==> config.mk <==
export PLATFORM = sky130hd
export DESIGN_NAME = systolic_feeder_3x3_flat
export DESIGN_NICKNAME = d
export VERILOG_FILES = /design/src/rtl/systolic_feeder_3x3_if.sv /design/src/rtl/systolic_feeder_3x3.sv /design/src/flat_wrapper.sv
export SDC_FILE = /design/constraint.sdc
export NUM_CORES = 1
export LEC_CHECK = 0
export BUFFER_PORTS_ARGS = -buffer_cell sky130_fd_sc_hd__buf_2
export CORE_AREA = 2 2 208 210
export CTS_CLUSTER_SIZE = 14
export DETAILED_ROUTE_END_ITERATION = 12
export DIE_AREA = 0 0 210 212
export HOLD_SLACK_MARGIN = 0.12
export PLACE_DENSITY_LB_ADDON = 0.25
export SLEW_MARGIN = 20
export SYNTH_ARGS = -nofsm -noshare
export SYNTH_HDL_FRONTEND = slang
export SYNTH_SLANG_ARGS = --single-unit
==> constraint.sdc <==
create_clock -name clk -period 4.91 [get_ports clk]
set_input_delay 0.982 -clock clk [delete_from_list [all_inputs] [get_ports clk]]
set_output_delay 0.982 -clock clk [all_outputs]
set_load 0.01 [all_outputs]
==> src/rtl/systolic_feeder_3x3_if.sv <==
// Load port and array-side operand/enable bundle for systolic_feeder_3x3.
// master = tile DMA / test driver side, slave = feeder.
interface systolic_feeder_3x3_if #(
  parameter int unsigned DWIDTH  = 8,
  parameter int unsigned MAC_ROW = 3,
  parameter int unsigned MAC_COL = 3
);
  logic                       start;
  logic [3:0]                 k_len;
  logic                       ld_valid;
  logic                       ld_sel;
  logic [MAC_ROW*DWIDTH-1:0]  ld_data;
  logic                       ld_ready;
  logic [DWIDTH-1:0]          a0, a1, a2;
  logic [DWIDTH-1:0]          b0, b1, b2;
  logic [MAC_ROW-1:0]         str_en;
  logic [MAC_ROW+MAC_COL-2:0] mul_en;
  logic [MAC_ROW*MAC_COL-1:0] pe_en;
  logic                       busy;
  logic                       done;
  logic                       err;

  modport master (
    output start, k_len, ld_valid, ld_sel, ld_data,
    input  ld_ready, a0, a1, a2, b0, b1, b2, str_en, mul_en, pe_en, busy, done, err
  );

  modport slave (
    input  start, k_len, ld_valid, ld_sel, ld_data,
    output ld_ready, a0, a1, a2, b0, b1, b2, str_en, mul_en, pe_en, busy, done, err
  );
endinterface

==> src/rtl/systolic_feeder_3x3.sv <==
// Buffers one A (3xK) and one B (Kx3) tile, then replays them as diagonally
// skewed operand streams with per-row/per-PE/per-diagonal enables.
module systolic_feeder_3x3 #(
  parameter int unsigned DWIDTH    = 8,
  parameter int unsigned MAC_ROW   = 3,
  parameter int unsigned MAC_COL   = 3,
  parameter int unsigned KMAX      = 8,
  parameter int unsigned DRAIN_CYC = 2
) (
  input  logic                 clk,
  input  logic                 rst,
  systolic_feeder_3x3_if.slave bus
);
  localparam int unsigned NDIAG = MAC_ROW + MAC_COL - 1;
  localparam int unsigned CW    = $clog2(KMAX + NDIAG) + 1;
  localparam int unsigned KW    = (KMAX > 1) ? $clog2(KMAX) : 1;
  localparam int unsigned DCW   = (DRAIN_CYC > 1) ? $clog2(DRAIN_CYC) : 1;

  typedef enum logic [1:0] {S_IDLE, S_LOAD, S_STREAM, S_DRAIN} state_t;

  state_t                     r_state;
  logic [CW-1:0]              r_k, r_ka, r_kb, r_t;
  logic [DCW-1:0]             r_dc;
  logic [DWIDTH-1:0]          r_abuf [MAC_ROW][KMAX];
  logic [DWIDTH-1:0]          r_bbuf [KMAX][MAC_COL];
  logic [DWIDTH-1:0]          r_a [MAC_ROW];
  logic [DWIDTH-1:0]          r_b [MAC_COL];
  logic [MAC_ROW-1:0]         r_str;
  logic [NDIAG-1:0]           r_mul;
  logic [MAC_ROW*MAC_COL-1:0] r_pe;
  logic                       r_busy, r_done, r_err;

  logic                       w_ld_ready, w_accept, w_k_ok, w_full, w_t_last, w_stream_nxt;
  logic [CW-1:0]              w_tn, w_off;
  logic [DWIDTH-1:0]          w_a [MAC_ROW];
  logic [DWIDTH-1:0]          w_b [MAC_COL];
  logic [MAC_ROW-1:0]         w_str;
  logic [NDIAG-1:0]           w_mul;
  logic [MAC_ROW*MAC_COL-1:0] w_pe;

  always_comb begin
    w_ld_ready = 1'b0;
    if (r_state == S_LOAD) w_ld_ready = bus.ld_sel ? (r_kb < r_k) : (r_ka < r_k);
  end

  assign w_accept     = bus.ld_valid & w_ld_ready;
  assign w_k_ok       = (bus.k_len != '0) && (32'(bus.k_len) <= KMAX);
  assign w_full       = (r_ka == r_k) && (r_kb == r_k);
  assign w_t_last     = (r_t == r_k + CW'(NDIAG - 1) - CW'(1));
  assign w_stream_nxt = ((r_state == S_LOAD) && w_full) || ((r_state == S_STREAM) && !w_t_last);
  assign w_tn         = (r_state == S_STREAM) ? r_t + CW'(1) : '0;

  // Outputs are registered, so the skew pattern is evaluated for the t of the next cycle.
  always_comb begin
    w_str = '0;
    w_pe  = '0;
    w_mul = '0;
    w_off = '0;
    for (int unsigned r = 0; r < MAC_ROW; r++) begin
      w_a[r] = '0;
      w_off  = w_tn - CW'(r);
      if ((w_tn >= CW'(r)) && (w_off < r_k)) begin
        w_str[r] = 1'b1;
        w_a[r]   = r_abuf[r][w_off[KW-1:0]];
      end
    end
    for (int unsigned c = 0; c < MAC_COL; c++) begin
      w_b[c] = '0;
      w_off  = w_tn - CW'(c);
      if ((w_tn >= CW'(c)) && (w_off < r_k)) w_b[c] = r_bbuf[w_off[KW-1:0]][c];
    end
    for (int unsigned r = 0; r < MAC_ROW; r++) begin
      for (int unsigned c = 0; c < MAC_COL; c++) begin
        w_off = w_tn - CW'(r + c);
        if ((w_tn >= CW'(r + c)) && (w_off < r_k)) begin
          w_pe[r*MAC_COL+c] = 1'b1;
          w_mul[r+c]        = 1'b1;
        end
      end
    end
  end

  always_ff @(posedge clk) begin
    if (w_accept) begin
      if (!bus.ld_sel) begin
        for (int unsigned r = 0; r < MAC_ROW; r++)
          r_abuf[r][r_ka[KW-1:0]] <= bus.ld_data[r*DWIDTH +: DWIDTH];
      end else begin
        for (int unsigned c = 0; c < MAC_COL; c++)
          r_bbuf[r_kb[KW-1:0]][c] <= bus.ld_data[c*DWIDTH +: DWIDTH];
      end
    end
  end

  always_ff @(posedge clk) begin
    if (rst) begin
      r_state <= S_IDLE;
      r_k     <= '0;
      r_ka    <= '0;
      r_kb    <= '0;
      r_t     <= '0;
      r_dc    <= '0;
      r_busy  <= 1'b0;
      r_done  <= 1'b0;
      r_err   <= 1'b0;
      r_str   <= '0;
      r_mul   <= '0;
      r_pe    <= '0;
      for (int unsigned r = 0; r < MAC_ROW; r++) r_a[r] <= '0;
      for (int unsigned c = 0; c < MAC_COL; c++) r_b[c] <= '0;
    end else begin
      r_done <= 1'b0;
      r_err  <= 1'b0;
      r_str  <= w_stream_nxt ? w_str : '0;
      r_mul  <= w_stream_nxt ? w_mul : '0;
      r_pe   <= w_stream_nxt ? w_pe  : '0;
      for (int unsigned r = 0; r < MAC_ROW; r++) r_a[r] <= w_stream_nxt ? w_a[r] : '0;
      for (int unsigned c = 0; c < MAC_COL; c++) r_b[c] <= w_stream_nxt ? w_b[c] : '0;
      case (r_state)
        S_IDLE: begin
          if (bus.start) begin
            if (w_k_ok) begin
              r_k     <= CW'(bus.k_len);
              r_ka    <= '0;
              r_kb    <= '0;
              r_busy  <= 1'b1;
              r_state <= S_LOAD;
            end else begin
              r_err <= 1'b1;
            end
          end
        end
        S_LOAD: begin
          if (w_accept && !bus.ld_sel) r_ka <= r_ka + CW'(1);
          if (w_accept &&  bus.ld_sel) r_kb <= r_kb + CW'(1);
          if (w_full) begin
            r_t     <= '0;
            r_state <= S_STREAM;
          end
        end
        S_STREAM: begin
          r_t <= w_tn;
          if (w_t_last) begin
            r_dc    <= '0;
            r_state <= S_DRAIN;
          end
        end
        S_DRAIN: begin
          // done cycle is already IDLE so a start presented alongside done is taken
          if (r_dc == DCW'(DRAIN_CYC - 1)) begin
            r_busy  <= 1'b0;
            r_done  <= 1'b1;
            r_state <= S_IDLE;
          end else begin
            r_dc <= r_dc + DCW'(1);
          end
        end
        default: r_state <= S_IDLE;
      endcase
    end
  end

  assign bus.ld_ready = w_ld_ready;
  assign bus.a0       = r_a[0];
  assign bus.a1       = r_a[1];
  assign bus.a2       = r_a[2];
  assign bus.b0       = r_b[0];
  assign bus.b1       = r_b[1];
  assign bus.b2       = r_b[2];
  assign bus.str_en   = r_str;
  assign bus.mul_en   = r_mul;
  assign bus.pe_en    = r_pe;
  assign bus.busy     = r_busy;
  assign bus.done     = r_done;
  assign bus.err      = r_err;
endmodule
==> src/flat_wrapper.sv <==
// flat-port wrapper written by rule: the top's interface ports become plain ports
module systolic_feeder_3x3_flat 
#(
  parameter int unsigned DWIDTH    = 8,
  parameter int unsigned MAC_ROW   = 3,
  parameter int unsigned MAC_COL   = 3,
  parameter int unsigned KMAX      = 8,
  parameter int unsigned DRAIN_CYC = 2
)
  (clk, rst, bus_start, bus_k_len, bus_ld_valid, bus_ld_sel, bus_ld_data, bus_ld_ready, bus_a0, bus_a1, bus_a2, bus_b0, bus_b1, bus_b2, bus_str_en, bus_mul_en, bus_pe_en, bus_busy, bus_done, bus_err);
  systolic_feeder_3x3_if #(.DWIDTH(DWIDTH), .MAC_ROW(MAC_ROW), .MAC_COL(MAC_COL)) bus_i ();
  input  logic clk;
  input  logic rst;
  input wire logic [$bits(bus_i.start)-1:0] bus_start;
  input wire logic [$bits(bus_i.k_len)-1:0] bus_k_len;
  input wire logic [$bits(bus_i.ld_valid)-1:0] bus_ld_valid;
  input wire logic [$bits(bus_i.ld_sel)-1:0] bus_ld_sel;
  input wire logic [$bits(bus_i.ld_data)-1:0] bus_ld_data;
  output wire logic [$bits(bus_i.ld_ready)-1:0] bus_ld_ready;
  output wire logic [$bits(bus_i.a0)-1:0] bus_a0;
  output wire logic [$bits(bus_i.a1)-1:0] bus_a1;
  output wire logic [$bits(bus_i.a2)-1:0] bus_a2;
  output wire logic [$bits(bus_i.b0)-1:0] bus_b0;
  output wire logic [$bits(bus_i.b1)-1:0] bus_b1;
  output wire logic [$bits(bus_i.b2)-1:0] bus_b2;
  output wire logic [$bits(bus_i.str_en)-1:0] bus_str_en;
  output wire logic [$bits(bus_i.mul_en)-1:0] bus_mul_en;
  output wire logic [$bits(bus_i.pe_en)-1:0] bus_pe_en;
  output wire logic [$bits(bus_i.busy)-1:0] bus_busy;
  output wire logic [$bits(bus_i.done)-1:0] bus_done;
  output wire logic [$bits(bus_i.err)-1:0] bus_err;
  assign bus_i.start = bus_start;
  assign bus_i.k_len = bus_k_len;
  assign bus_i.ld_valid = bus_ld_valid;
  assign bus_i.ld_sel = bus_ld_sel;
  assign bus_i.ld_data = bus_ld_data;
  assign bus_ld_ready = bus_i.ld_ready;
  assign bus_a0 = bus_i.a0;
  assign bus_a1 = bus_i.a1;
  assign bus_a2 = bus_i.a2;
  assign bus_b0 = bus_i.b0;
  assign bus_b1 = bus_i.b1;
  assign bus_b2 = bus_i.b2;
  assign bus_str_en = bus_i.str_en;
  assign bus_mul_en = bus_i.mul_en;
  assign bus_pe_en = bus_i.pe_en;
  assign bus_busy = bus_i.busy;
  assign bus_done = bus_i.done;
  assign bus_err = bus_i.err;
  systolic_feeder_3x3 #(.DWIDTH(DWIDTH), .MAC_ROW(MAC_ROW), .MAC_COL(MAC_COL), .KMAX(KMAX), .DRAIN_CYC(DRAIN_CYC)) u_core (.clk(clk), .rst(rst), .bus(bus_i));
endmodule
# Word level (Yosys, flattened, before mapping)
# Memories as Yosys holds them, arrays and structs flattened.
# Index checks and enable logic that the tools add are counted.
dict set report totals {
  mem_bits_rw 432
  n_memories 4
  reg_bits 42
  elab_cells 172
  output_inout_bits 69
}
# memory depth width rd rd_clocked_by_memory_dff write_ports line
set mem_list {}
lappend mem_list {u_core.r_abuf 3 64 3 0 3 systolic_feeder_3x3.sv:24} ;# logic [DWIDTH-1:0] r_abuf [MAC_ROW][KMAX];
lappend mem_list {u_core.r_bbuf 8 24 3 0 1 systolic_feeder_3x3.sv:25} ;# logic [DWIDTH-1:0] r_bbuf [KMAX][MAC_COL];
lappend mem_list {u_core.r_a 3 8 3 0 3 systolic_feeder_3x3.sv:26} ;# logic [DWIDTH-1:0] r_a [MAC_ROW];
lappend mem_list {u_core.r_b 3 8 3 0 3 systolic_feeder_3x3.sv:27} ;# logic [DWIDTH-1:0] r_b [MAC_COL];
dict set report op_classes {
  n_eq_ne 13
  magnitude_cmp 18
  n_reduce_logical 31
  n_mux 69
  n_bitwise 15
  add_sub_neg 10
}
# operator n
set ops {}
lappend ops {{$mux W8} 25}
lappend ops {{$bmux W8 S3} 3}
lappend ops {{$mux W64} 1}
lappend ops {{$lt A5 B4 Y1} 7}
lappend ops {{$mux W5} 6}
lappend ops {{$pmux W5 S2} 3}
lappend ops {{$demux W8 S3} 1}
lappend ops {{$mux W1} 22}
lappend ops {{$ge A4 B4 Y1 const B} 4}
lappend ops {{$not A3 Y4} 4}
lappend ops {{$add A5 B1 Y5 const B} 3}
lappend ops {{$logic_and A1 B1 Y1} 12}
lappend ops {{$reduce_and A4 Y1} 3}
lappend ops {{$eq A5 B4 Y1} 2}
lappend ops {{$ge A5 B1 Y1 const B} 2}
lappend ops {{$ge A5 B2 Y1 const B} 2}
lappend ops {{$mux W2} 5}
lappend ops {{$sub A5 B1 Y5 const B} 2}
lappend ops {{$sub A5 B2 Y5 const B} 2}
lappend ops {{$ne A2 B1 Y1 const B} 4}
lappend ops {{$pmux W2 S4} 1}
lappend ops {{$reduce_bool A2 Y1} 4}
lappend ops {{$ne A2 B2 Y1 const B} 3}
lappend ops {{$or A1 B1 Y1} 6}
lappend ops {{other kinds (21)} 29}

# Logic depth before layout (Yosys ltp)
# Gate-level depths: netlist (run 1).
dict set report depth {
  word_depth 10
  ltp_mapped 19
  mapped_depth_nobuf 14
}

# Least setup slack after synthesis (run 1)
# Ideal clock, no wire load.
dict set report synth_timing {
  path_kind {reg2reg}
  from {register u_core.r_state[0]}
  to {memory u_core.r_a[1][2] (netlist: u_core.r_a[0][10])}
  t_arrival_ps 3952
  setup_slack_ps 879
  period_less_slack_ps 4031
  setup_ps 79
  path_buffers 6
  required_time_ps 4831
  path_stages_with_launch 19
  path_cell_list {dfxtp_1 inv_1 ha_1 nand2b_1 buf_2 buf_2 clkbuf_1 clkbuf_1 ha_1 inv_2 nand3_1 clkbuf_1 nand2_1 ha_1 a21o_1 o21ai_0 nand4_4 buf_6 a211oi_2}
}
# element line
set synth_rtl {}
lappend synth_rtl {{start, declared} systolic_feeder_3x3.sv:21} ;# state_t r_state;
lappend synth_rtl {{start signal, assigned} systolic_feeder_3x3.sv:97} ;# r_state <= S_IDLE;
lappend synth_rtl {{start signal, assigned} systolic_feeder_3x3.sv:127} ;# r_state <= S_LOAD;
lappend synth_rtl {{start signal, assigned} systolic_feeder_3x3.sv:138} ;# r_state <= S_STREAM;
lappend synth_rtl {{end, declared} systolic_feeder_3x3.sv:26}

==> results of run 1 <==
-- through the flow --
step,std cells,utilization (%)
after floorplan,1226,-
after global placement,1802,46.54
after detailed placement,1802,46.55
after CTS,1890,50.03
after global routing,1891,50.09
final,1891,50.09
-- state kept, by name, summed over array words and instances (netlist names) --
name              flops
u_core.r_abuf       192
u_core.r_state        2
u_core.bus.err        1
u_core.r_b           24
u_core.bus.pe_en      5
u_core.r_kb           5
u_core.r_ka           5
u_core.r_bbuf       192
u_core.r_t            5
u_core.bus.busy       1
u_core.r_k            4
u_core.r_dc           1
u_core.bus.done       1
u_core.r_a           24
-- worst max-delay path, stage by stage (launching register included) --
cell and delay (ps):
dfxtp_1 380, inv_1 100, ha_1 420, and2_1 290, inv_2 60, ha_1 450
inv_2 110, nand3_1 100, buf_4 400, nand2_1 110, ha_1 350, a21o_1 180
o21ai_0 270, nand4_4 450, a211oi_1 350
-- cells in the final DEF, fill, tap and decap left out, types with 20 or more instances in the layout --
cell type / instances
mux4_2: 32
mux2i_1: 20
nand2_1: 95
o22ai_1: 47
clkbuf_16: 48
buf_4: 21
a211oi_1: 47
dfxtp_1: 78
ha_1: 35
edfxtp_1: 384
nand3_1: 59
buf_2: 101
o21ai_0: 40
-- cells in the mapped netlist (all sizes together), types with 8 or more instances --
cell type  count  share of area, %
inv           23              0.46
xnor2          8              0.57
a211o         16              0.74
clkbuf        33              0.66
edfxtp       384                61
nand2         97               2.0
a21oi         19              0.52
nor3          10              0.33
o311ai        16              0.74
ha            36               2.4
and2          18              0.60
nand2b         9              0.30
mux4          32               3.8
nand3         59               1.6
nor2          25              0.54
dfxtp         78               8.3
o21ai         43               1.2
or3           18              0.60
mux2i         20               1.1
a311o         16              0.85
o22ai         47               1.6
buf           60               2.1
a211oi        66               3.1
a31o          18              0.84
-- logic make-up after synthesis --
family,count (synthesis),share of synthesized area [%]
simple gates,260,7.010
fa+ha+maj,36,2.392
compound gates,280,11.58
mux,56,5.149
buf+inv,116,3.236
xor+xnor,16,1.103
flops,462,69.53
-- path summary, 6_finish.rpt --
path | start | endpoint | cells past startpoint
hold reg to reg | u_core.r_kb[0]$_SDFFE_PP0P_ | u_core.r_kb[0]$_SDFFE_PP0P_ | 2
setup reg to reg | u_core.r_state[0]$_SDFFE_PP0P_ | u_core.r_b[0][8]$_SDFF_PP0_ | 14
hold / removal | u_core.r_kb[0]$_SDFFE_PP0P_ | u_core.r_kb[0]$_SDFFE_PP0P_ | 2
setup / recovery | u_core.r_state[0]$_SDFFE_PP0P_ | u_core.r_b[0][8]$_SDFF_PP0_ | 14
-- layer usage --
layer | vias up | GRT usage (%) | part of all wire (%)
met2 | 359 | 34.59 | 49
met4 | 2 | 5.282 | 1.6
met1 | 5670 | 28.62 | 44
met5 | - | 0 | 0.028
li1 | 4975 | - | -
met3 | 59 | 3.161 | 5.3
-- power groups by stage --
stage               Sequential (mW)  Clock (mW)  Combinational, mW
global route                   4.31        3.64               1.74
CTS                            4.31        3.48               1.60
floorplan                      4.39           0               1.18
detailed placement             4.39           0               1.59
finish                         4.31        3.43               1.60
global placement               4.39           0               1.57
-- final cells by class --
class / count / area share, %
Tap cell: 546 / 3.208
Inverter: 23 / 0.4055
Clock inverter: 25 / 0.9931
Clock buffer: 63 / 5.953
Timing Repair Buffer: 124 / 3.297
Multi-Input combinational cell: 648 / 24.66
Sequential cell: 462 / 61.49
==> impl_metrics.yaml, run 1 <==
timing:
  slew_headroom_pct: 23.29
  rsz0062_at_grt: "false"
  finalMaxSlewViolations: 0
  setup_viol: 0
  setup_ws_ps: 768.5
  post-route-period-util_pct: 84.35
  finalHoldViolations: 0
  clock_skew_ps: 24.57
  fmax_mhz: 241.5
  hold_ws_ps: 506.2
  worstMarginPinSlew_ps: 1149
  tns_ps: 0
  fin_crit_ps: 4141
place:
  place_ws_ps: 821.3
  port_buffers: 101
  placed_area_sq_um: 19790
  gp_congestion: 0.7533
  dp_hpwl_mm: 25.60
cells_and_area:
  regArea_sq_um: 13090
  n_fill_cell: 3548
  drive_gt1_share_pct: 23.12
  antenna_cells: 0
  final_cell_area_sq_um: 21290
  syn2layout_area_growth_pct: 13.08
  layout.nets: 1376
  multi_input_area_sq_um: 5250
setup_path:
  crit_fanout: 33
  cp.required_ps: 5380
  worstSetupStartpointType: "flip-flop"
  crit_type: "reg2reg"
  rrSetupSlack_ps: 770
  cp.arrival_ps: 4610
  end_kind: "flip-flop"
die:
  die_area_sq_um: 44520
  fp-row-count: 76
  io_pins: 102
  start_util_pct: 44.30
  die-height_microns: 212
  die_w_microns: 210
  core-area_sq_um: 42510
drt:
  drt-vias-per-instance: 5.851
  drtAntennaViolNets: 0
  route.vias.total: 11070
  routed_wl_mm: 45.79
  dr.pass1.iters: 5
  wl_per_cell_microns: 24.22
  drc: 0
  drt_iter0_markers: 942
yosys:
  ys_warn_count: 0
  synthArstFlopShare_pct: 0
  syn_avg_cell_area_sq_um: 15.36
  yosysSeqAreaShare_pct: 69.53
  syn_inst: 1226
  ys.flop_type: "edfxtp_1"
  synth-seq-cells: 462
  synth_edf_count: 384
  synthesis.area_sq_um: 18830
  synthesis.nets: 1295
  synth_cell_types: 71
power:
  p_sw_mw: 2.573
  leakage_nw: 7.064
  p_per_area_nw_per_um2: 438.3
  total_power_mw: 9.333
  swShare_pct: 27.57
  internal_power_mw: 6.759
  seqPwrFrac_pct: 46.1
  comb_power_share_pct: 17.1
  clockPowerShare_pct: 36.7
  peakVddDrop_mv: 0.3200
global_route:
  antenna_found_initial: 1
  first_global_vias: 11090
  grt_max_degree: 117
  grt_first_pass_wirelength_mm: 69.25
  globalRouteOverflowTotal: 0
  grt_usage_pct: 20.71
clocking:
  cts_root_buffer: "clkbuf_16"
  clk_latency_ps: 590
  cts.clk_slew.worst_paths_ps: 60
  cts_sinks: 462
  ctsHoldBuffers: 0
  postCtsSetupBuffers: 0
  cts_made_buffers: 48
  clk_path_buf_depth: 3
  cts_resized: 0
  cts_max_level: 2
  tritoncts: "done"
run_status:
  run_status: "finished, final reports clean"
flow_run:
  drv_cap: 0
min_path:
  hold_class: "reg2reg"
Power figures use the tool's default switching activity.
==> run 2, diff against run 1 <==
==> constraint.sdc (replaced) <==
create_clock -name clk -period 3.72 [get_ports clk]
set_input_delay 0.744 -clock clk [delete_from_list [all_inputs] [get_ports clk]]
set_output_delay 0.744 -clock clk [all_outputs]
set_load 0.01 [all_outputs]
==> run 2 against run 1 <==
Against the previous run: worst setup slack lost 380 ps; global-route usage rose by 0.13 points; die area unchanged; largest power group unchanged; critical path type unchanged; first-iteration DRC count is 7.2% higher; highest routed layer unchanged.
==> impl_metrics.yaml, run 2 (synthesis results as in run 1) <==
timing:
  slew_headroom_pct: 29.42
  post-route-period-util_pct: 89.46
  fin_crit_ps: 3328
  rsz0062_at_grt: "false"
  fmax_mhz: 300.5
  clock_skew_ps: 19.68
  finalHoldViolations: 0
  tns_ps: 0
  worstMarginPinSlew_ps: 1052
  setup_viol: 0
  finalMaxSlewViolations: 0
  setup_ws_ps: 392.1
  hold_ws_ps: 466.0
setup_path:
  crit_family: "buffers and inverters"
  cp.arrival_ps: 3780
  slowest_delay_ps: 430
  worstSetupStartpointType: "flip-flop"
  crit_path_top_delay_cell: "nand4_4"
  worstPathCellList: "inv_1, ha_1, buf_4, inv_1, nor2_4, inv_2, ha_1, inv_1, a21oi_1, xnor2_1, ha_1, o21ai_0, nand4_4, a211oi_1"
  cp.required_ps: 4170
  crit_type: "reg2reg"
  end_kind: "flip-flop"
  crit_fanout: 17
  worst-path-buf-inv: 5
global_route:
  antenna_found_initial: 1
  grt_max_degree: 87
  grt_usage_pct: 20.83
  grt_first_pass_wirelength_mm: 69.40
  globalRouteOverflowTotal: 0
  first_global_vias: 11040
min_path:
  hold_class: "in2reg"
cells_and_area:
  post-route-util_pct: 50.77
  n_fill_cell: 3509
  antenna_cells: 0
  final-instance-count-excl-fill: 1913
  multi_input_area_sq_um: 5251
  final_cell_area_sq_um: 21580
  regArea_sq_um: 13090
  syn2layout_area_growth_pct: 14.61
  final_common_cell: "edfxtp_1"
  drive_gt1_share_pct: 23.92
  final_cell_mix: "edfxtp_1, buf_2, nand2_1"
  layout.nets: 1399
die:
  die-height_microns: 212
  fp-row-count: 76
  start_util_pct: 44.30
  io_pins: 102
  core-area_sq_um: 42510
  die_area_sq_um: 44520
  die_w_microns: 210
place:
  dp_hpwl_mm: 25.44
  place_ws_ps: 399.5
  gp_congestion: 0.7538
  placed_area_sq_um: 20100
  port_buffers: 101
  dp_cells: 1826
clocking:
  cts_root_buffer: "clkbuf_16"
  ctsHoldBuffers: 0
  cts.clk_slew.worst_paths_ps: 60
  cts_resized: 0
  clk_latency_ps: 570
  cts_made_buffers: 48
  cts_max_level: 2
  cts_sinks: 462
  postCtsSetupBuffers: 0
  tritoncts: "done"
  clk_path_buf_depth: 3
power:
  p_per_area_nw_per_um2: 572.8
  total_power_mw: 12.36
  peakVddDrop_mv: 0.3474
  leakage_nw: 7.180
drt:
  drc: 0
  drtAntennaViolNets: 0
  wl_per_cell_microns: 23.96
  drt_iter0_markers: 1010
  drt-vias-per-instance: 5.806
  dr.pass1.iters: 5
  route.vias.total: 11110
  routed_wl_mm: 45.84
run_status:
  run_status: "finished, final reports clean"
flow_run:
  drv_cap: 0
-- run 2: cell count changes in the layout (fill, tap and decap cells not counted), moves of 2 or more --
cell,change
buf_4,+14
clkinv_2,-7
buf_12,+11
clkinv_4,-2
clkbuf_1,+9
nor3_2,-3
clkbuf_8,+4
nor2_2,+6
nor2_4,-6
nor3_4,+3
-- run 2: area by class of cell --
class	count	share of cell area [%]
Clock inverter	10	0.4580
Sequential cell	462	60.66
Clock buffer	77	6.400
Tap cell	546	3.165
Multi-Input combinational cell	648	24.33
Inverter	23	0.4000
Timing Repair Buffer	147	4.580
-- run 2: path summary, 6_finish.rpt --
kind / from / endpoint / slack [ps] / cells past startpoint
setup / recovery: u_core.r_state[0]$_SDFFE_PP0P_ / u_core.r_b[0][10]$_SDFF_PP0_ / 390 / 14
hold reg to reg: u_core.bus.busy$_SDFFE_PP0P_ / u_core.bus.busy$_SDFFE_PP0P_ / 480 / 2
setup reg to reg: u_core.r_state[0]$_SDFFE_PP0P_ / u_core.r_b[0][10]$_SDFF_PP0_ / 390 / 14
hold / removal: bus_k_len[3] / u_core.r_k[3]$_SDFFE_PP0P_ / 470 / 3
-- run 2: per-layer routing --
metal	share of wire [%]	global-route usage, %
met5	0.026	0
met4	2.4	7.166
met3	5.4	3.087
met2	48	33.43
met1	45	29.29
-- run 2: tightest hold or removal path, cell delays in order --
cell	delay, ps
buf_2	110
o21ai_0	70
a21oi_1	60
-- run 2: report_power, final --
part | switching (mW) | internal, mW | leakage [nW] | total (mW)
registers | 0.0350 | 5.65 | 4.08 | 5.68
clock network | 1.89 | 2.67 | 0.716 | 4.56
logic | 1.36 | 0.758 | 2.38 | 2.12
